### config.mk
export PLATFORM = sky130hd
export DESIGN_NAME = reset_sequencer_flat
export DESIGN_NICKNAME = d
export VERILOG_FILES = /design/src/rtl/reset_sequencer_pkg.sv /design/src/rtl/reset_sequencer_if.sv /design/src/rtl/reset_sequencer_dly_cnt.sv /design/src/rtl/reset_sequencer.sv /design/src/flat_wrapper.sv
export SDC_FILE = /design/constraint.sdc
export NUM_CORES = 1
export LEC_CHECK = 0
export CAP_MARGIN = 30
export CORE_ASPECT_RATIO = 1.1
export CORE_MARGIN = 3
export CORE_UTILIZATION = 48
export DETAILED_ROUTE_END_ITERATION = 8
export GPL_TIMING_DRIVEN = 0
export PLACE_DENSITY = 0.8
export SYNTH_ARGS = -nofsm -noshare
export SYNTH_HDL_FRONTEND = slang
export SYNTH_HIERARCHICAL = 1
export SYNTH_SLANG_ARGS = --single-unit
export TNS_END_PERCENT = 5
### constraint.sdc
create_clock -name sync_clk -period 2.1 [get_ports sync_clk]
set_clock_uncertainty 0.2 [all_clocks]
set_input_delay 0.21 -clock sync_clk [delete_from_list [all_inputs] [get_ports sync_clk]]
set_output_delay 0.21 -clock sync_clk [all_outputs]
set_load 0.1 [all_outputs]
### src/rtl/reset_sequencer_pkg.sv
// Shared types and sizing helpers for the staged reset sequencer.
package reset_pkg;

   typedef enum logic [1:0] {
      RS_HOLD,
      RS_RELEASE,
      RS_RUN,
      RS_SOFT
   } rst_state_t;

   // One spare bit over the larger terminal count keeps the compare simple.
   function automatic int cnt_width(input int stage_dly, input int soft_len);
      return $clog2((stage_dly > soft_len) ? stage_dly : soft_len) + 1;
   endfunction

endpackage

### src/rtl/reset_sequencer_if.sv
// Soft-reset request and staged reset outputs between the SPI register space and the sequencer.
interface reset_sequencer_if #(
   parameter int NUM_STAGES = 3
);
   logic                  soft_rst_req;
   logic [NUM_STAGES-1:0] stage_rst;
   logic [NUM_STAGES-1:0] stage_rst_n;
   logic                  rst_done;
   logic                  soft_rst_busy;

   modport master (
      output soft_rst_req,
      input  stage_rst, stage_rst_n, rst_done, soft_rst_busy
   );

   modport slave (
      input  soft_rst_req,
      output stage_rst, stage_rst_n, rst_done, soft_rst_busy
   );
endinterface

### src/rtl/reset_sequencer_dly_cnt.sv
// Terminal-count delay counter shared by the HOLD, RELEASE and SOFT phases.
module rst_dly_cnt #(
   parameter int WIDTH = 5
) (
   input  logic             sync_clk,
   input  logic             sync_rst,
   input  logic             clr,
   input  logic             en,
   input  logic [WIDTH-1:0] term_val,
   output logic             done
);
   logic [WIDTH-1:0] cnt;

   assign done = (cnt == term_val);

   // Self-clears at the terminal count so it never wraps.
   always_ff @(posedge sync_clk or posedge sync_rst) begin
      if (sync_rst)
         cnt <= '0;
      else if (clr)
         cnt <= '0;
      else if (en)
         cnt <= done ? '0 : cnt + WIDTH'(1);
   end
endmodule

### src/rtl/reset_sequencer.sv
// Releases per-subsystem resets one at a time after sync_rst drops, and replays
// the sequence on a soft-reset request.
module reset_sequencer
   import reset_pkg::*;
#(
   parameter int NUM_STAGES   = 3,
   parameter int STAGE_DLY    = 16,
   parameter int SOFT_RST_LEN = 8
) (
   input logic              sync_clk,
   input logic              sync_rst,
   reset_sequencer_if.slave bus
);
   localparam int CNT_W = cnt_width(STAGE_DLY, SOFT_RST_LEN);
   localparam int IDX_W = $clog2(NUM_STAGES + 1);
   localparam logic [CNT_W-1:0] STAGE_TERM = CNT_W'(STAGE_DLY - 1);
   localparam logic [CNT_W-1:0] SOFT_TERM  = CNT_W'(SOFT_RST_LEN - 1);
   localparam logic [IDX_W-1:0] LAST_IDX   = IDX_W'(NUM_STAGES - 1);

   if (NUM_STAGES < 1) begin : g_bad_stages
      $error("reset_sequencer: NUM_STAGES must be >= 1");
   end
   if (STAGE_DLY < 1) begin : g_bad_dly
      $error("reset_sequencer: STAGE_DLY must be >= 1");
   end
   if (SOFT_RST_LEN < 1) begin : g_bad_soft
      $error("reset_sequencer: SOFT_RST_LEN must be >= 1");
   end

   rst_state_t            state, state_nxt;
   logic [IDX_W-1:0]      idx, idx_nxt;
   logic [NUM_STAGES-1:0] stage_q, stage_nxt;
   logic [NUM_STAGES-1:0] stage_n_q;
   logic                  done_q, done_nxt;
   logic                  busy_q, busy_nxt;
   logic                  cnt_clr, cnt_en, cnt_done;
   logic [CNT_W-1:0]      term_val;

   rst_dly_cnt #(.WIDTH(CNT_W)) u_dly_cnt (
      .sync_clk (sync_clk),
      .sync_rst (sync_rst),
      .clr      (cnt_clr),
      .en       (cnt_en),
      .term_val (term_val),
      .done     (cnt_done)
   );

   // Every output is registered; the complement gets its own flops.
   always_ff @(posedge sync_clk or posedge sync_rst) begin
      if (sync_rst) begin
         state     <= RS_HOLD;
         idx       <= '0;
         stage_q   <= '1;
         stage_n_q <= '0;
         done_q    <= 1'b0;
         busy_q    <= 1'b0;
      end else begin
         state     <= state_nxt;
         idx       <= idx_nxt;
         stage_q   <= stage_nxt;
         stage_n_q <= ~stage_nxt;
         done_q    <= done_nxt;
         busy_q    <= busy_nxt;
      end
   end

   // A soft request overrides whatever phase is in progress.
   always_comb begin
      state_nxt = state;
      idx_nxt   = idx;
      stage_nxt = stage_q;
      done_nxt  = done_q;
      busy_nxt  = busy_q;
      cnt_clr   = 1'b0;
      cnt_en    = 1'b0;
      term_val  = STAGE_TERM;

      if (bus.soft_rst_req) begin
         state_nxt = RS_SOFT;
         idx_nxt   = '0;
         stage_nxt = '1;
         done_nxt  = 1'b0;
         busy_nxt  = 1'b1;
         cnt_clr   = 1'b1;
      end else begin
         case (state)
            RS_HOLD: begin
               cnt_en = 1'b1;
               if (cnt_done) begin
                  stage_nxt[0] = 1'b0;
                  idx_nxt      = IDX_W'(1);
                  if (NUM_STAGES == 1) begin
                     state_nxt = RS_RUN;
                     done_nxt  = 1'b1;
                     busy_nxt  = 1'b0;
                  end else begin
                     state_nxt = RS_RELEASE;
                  end
               end
            end
            RS_RELEASE: begin
               cnt_en = 1'b1;
               if (cnt_done) begin
                  for (int i = 0; i < NUM_STAGES; i++) begin
                     if (idx == IDX_W'(i))
                        stage_nxt[i] = 1'b0;
                  end
                  if (idx == LAST_IDX) begin
                     state_nxt = RS_RUN;
                     done_nxt  = 1'b1;
                     busy_nxt  = 1'b0;
                  end else begin
                     idx_nxt = idx + IDX_W'(1);
                  end
               end
            end
            RS_SOFT: begin
               cnt_en   = 1'b1;
               term_val = SOFT_TERM;
               if (cnt_done) begin
                  state_nxt = RS_HOLD;
                  idx_nxt   = '0;
               end
            end
            default: ;
         endcase
      end
   end

   assign bus.stage_rst     = stage_q;
   assign bus.stage_rst_n   = stage_n_q;
   assign bus.rst_done      = done_q;
   assign bus.soft_rst_busy = busy_q;
endmodule
### src/flat_wrapper.sv
// flat-port wrapper written by rule: the top's interface ports become plain ports
module reset_sequencer_flat import reset_pkg::*;
#(
   parameter int NUM_STAGES   = 3,
   parameter int STAGE_DLY    = 16,
   parameter int SOFT_RST_LEN = 8
)
  (sync_clk, sync_rst, bus_soft_rst_req, bus_stage_rst, bus_stage_rst_n, bus_rst_done, bus_soft_rst_busy);
  reset_sequencer_if #(.NUM_STAGES(NUM_STAGES)) bus_i ();
  input logic sync_clk;
  input logic sync_rst;
  input wire logic [$bits(bus_i.soft_rst_req)-1:0] bus_soft_rst_req;
  output wire logic [$bits(bus_i.stage_rst)-1:0] bus_stage_rst;
  output wire logic [$bits(bus_i.stage_rst_n)-1:0] bus_stage_rst_n;
  output wire logic [$bits(bus_i.rst_done)-1:0] bus_rst_done;
  output wire logic [$bits(bus_i.soft_rst_busy)-1:0] bus_soft_rst_busy;
  assign bus_i.soft_rst_req = bus_soft_rst_req;
  assign bus_stage_rst = bus_i.stage_rst;
  assign bus_stage_rst_n = bus_i.stage_rst_n;
  assign bus_rst_done = bus_i.rst_done;
  assign bus_soft_rst_busy = bus_i.soft_rst_busy;
  reset_sequencer #(.NUM_STAGES(NUM_STAGES), .STAGE_DLY(STAGE_DLY), .SOFT_RST_LEN(SOFT_RST_LEN)) u_core (.sync_clk(sync_clk), .sync_rst(sync_rst), .bus(bus_i));
endmodule
==> results.toml <==
[outcome]
run_status = "finished, violations left"
violations = "setup timing"

[logic_synthesis]
synth_compound_area_frac = 0.214
synth.cell_area_sq_um = 966
synth_top_family_by_area = "compound AO/OA/AOI/OAI gates"
synth-simple-area-share = 0.149
synth_warnings = 6
synthDistinctLibCells = 36
synth_cells = 95
synthXorXnorAreaFrac = 0.0531
yosys-mux-area-fraction = 0.0207
avgSynthCellArea_sq_um = 10.2
synth-adder-area-share = 0.0518
synth_seq_cells = 17
yosysSeqAreaShare = 0.444

[sta]
period_minus_slack_ns = 2.25
period_share = 1.07
worstMarginPinSlew_ns = 0.958
tns_ns = -1.06
clock.fmax_mhz = 445
hold_viol_final = 0
drv_slew = 0
finalSetupViolations = 12
grt_setup_unrepaired = "yes"
worst_slack_ns = -0.148
slew-limit-headroom = 0.364

[route]
dr.pass1.iters = 4
wl_per_cell_microns = 13.8
drtIter0Drc = 11
vias_per_cell = 5.35
drt_wl_total_microns = 2030
drc = 0
vias = 787
antenna_left = 0

[floorplanning]
num_io_pins = 11
die_area_sq_um = 2590
core_sq_um = 1840
die_w_microns = 48.8
start_util = 0.524
chipHeight_microns = 53.1
num_rows = 16

[final_layout]
syn_to_final_growth_pct = 26.0
ff_latch_area_sq_um = 429
multi_input_area_sq_um = 515
finalInstanceArea_sq_um = 1220
drive_gt1_frac = 0.242
final_nets = 128
antennaDiodeCount = 0
fill_cells = 163

[worst_setup_path]
worstPathMaxFanout = 6
cp.arrival_ns = 2.24
crit_path_end_kind = "register"
critPathRequiredTime_ns = 2.09
cp_cell_sequence = "buf_6 -> inv_2 -> or3_4 -> xor2_2 -> nor3_4 -> and2_4 -> nor2b_4 -> o21ai_1 -> a311oi_1"
startpoint_type = "register"
slowest_stage = "dfrtp_1"
critPathMaxStageDelay_ns = 0.35
worstSetupPathType = "reg -> reg"

[placement]
gp_congestion = 0.852
io_buffer_count = 10
place_hpwl_microns = 1390
dpl_cell_area_sq_um = 1120

[cts]
cts_buffers = 3
clk_latency_ns = 0.29
tritoncts = "done"
ctsLongestPathBuffers = 2
cts-root-buf = "clkbuf_4"
htree_levels = 1
path_clk_slew_ns = 0.09
clkSinkCount = 17

[grt]
grt_max_degree = 14
antenna_found_initial = 0
grt_pass1_wl_microns = 3220
grtUsageTotal = 0.167
grt_overflow = 0
grt_pass1_vias = 691

[flow_run]
maxCapViolations = 0

[power]
vdd_ir_drop_max_v = 0.000476
p_per_area_nw_per_um2 = 579
total_power_mw = 0.705
cellLeakagePower_nw = 0.542

[hold_path]
min_path_type = "reg -> reg"
worst paths after layout:
check	startpoint	end	slack, ns	cells past startpoint
min in group asynchronous	sync_rst	u_core/u_dly_cnt/cnt[3]	0.50	3
max	u_core/state[0]	u_core/idx[0]	-0.15	9
max reg2reg	u_core/state[0]	u_core/idx[0]	-0.15	9
min reg2reg	u_core/bus.soft_rst_busy	u_core/bus.soft_rst_busy	0.30	1
min	u_core/bus.soft_rst_busy	u_core/bus.soft_rst_busy	0.30	1
max in group asynchronous	sync_rst	u_core/bus.stage_rst[0]	0.75	3
state kept, by name (all words and copies together), names as in the netlist:
signal,flops
u_core/bus.rst_done,1
u_core/bus.soft_rst_busy,1
u_core/bus.stage_rst,3
u_core/bus.stage_rst_n,3
u_core/idx,2
u_core/state,2
u_core/u_dly_cnt/cnt,5
repair_timing:
action                     CTS  global route
setup endpoints to repair   21            14
hold buffers                 1             0
buffers inserted             2             6
pin swaps                    3             4
hold endpoints to repair     5             0
resized for setup           13             7
placed cells by master, fill, tap and decap left out, types with 4 or more instances in the layout:
cell	n
conb_1	4
buf_4	8
clkbuf_4	4
xor2_1	4
dlygate4sd2_1	6
ha_1	4
inv_1	8
a21oi_1	6
a21o_1	4
dfrtp_1	14
report_power, final:
part / internal (mW) / switching (mW)
Combinational: 0.0720 / 0.0910
Sequential: 0.345 / 0.0243
Clock: 0.0739 / 0.0992
cell families (layout without fill, tap and decap cells):
logic type,Yosys count,in the layout
xor gates and xnor gates,5,5
AOI/OAI and AO/OA,30,30
and+or+nand+nor,22,22
buffers and inverters,13,36
muxes,2,2
other,2,4
DFF,17,17
adders and majority gates,4,4
layer usage:
metal | track usage | vias to the layer above | share of wire
met4 | 0.0664 | 0 | 0.0079
met3 | 0.0479 | 5 | 0.030
met1 | 0.197 | 386 | 0.43
met5 | 0 | - | 0
li1 | - | 388 | -
met2 | 0.290 | 8 | 0.53
cells in the mapped netlist:
cell type / number / share of area
nor2_1: 2 / 0.0078
a311o_1: 1 / 0.010
buf_6: 1 / 0.012
xor2_2: 1 / 0.017
nand2b_1: 2 / 0.013
conb_1: 2 / 0.0078
o21ai_0: 5 / 0.026
buf_2: 1 / 0.0052
a221o_2: 1 / 0.012
o311ai_0: 2 / 0.018
a21oi_1: 7 / 0.036
inv_2: 1 / 0.0039
nand3b_1: 2 / 0.016
and3b_1: 2 / 0.018
nor3_2: 1 / 0.010
ha_1: 4 / 0.052
nor2b_4: 1 / 0.014
dfrtp_1: 14 / 0.36
nor3b_1: 1 / 0.0078
or3_1: 2 / 0.013
and2_2: 1 / 0.0078
a311oi_1: 3 / 0.027
o21bai_1: 2 / 0.016
o22ai_1: 1 / 0.0065
a31o_1: 1 / 0.0091
a31oi_1: 1 / 0.0065
nand2_1: 3 / 0.012
xor2_1: 4 / 0.036
nand3_1: 4 / 0.021
o31ai_1: 2 / 0.016
and2b_2: 1 / 0.0091
clkbuf_1: 1 / 0.0039
inv_1: 9 / 0.035
a21o_1: 4 / 0.031
mux2i_1: 2 / 0.021
dfstp_2: 3 / 0.082
worst max-delay path, delay by kind of cell, from the launching register on:
family,cells,cell delay (ns)
and+or+nand+nor,4,0.94
xor gates and xnor gates,1,0.18
AOI/OAI and AO/OA,2,0.33
buffers and inverters,2,0.15
DFF,1,0.35
stage by stage:
step / instances / setup WS, ns / utilization / hold WS, ns
after floorplan: 97 / -0.0829 / - / -0.211
after global placement: 134 / -0.715 / 0.607 / 0.256
after detailed placement: 134 / -0.737 / 0.607 / 0.263
after CTS: 141 / -0.0933 / 0.635 / 0.303
after global routing: 147 / -0.272 / 0.661 / 0.338
final: 147 / -0.148 / 0.661 / 0.303
cell type report:
class,instances,share of cell area
buffer,3,0.0185
clock buffer,4,0.0216
inverter,10,0.0308
multi-input combinational,67,0.423
sequential,17,0.353
tap,27,0.0277
timing repair buffer,19,0.125
Note: power is estimated with default switching activity, not from simulation.
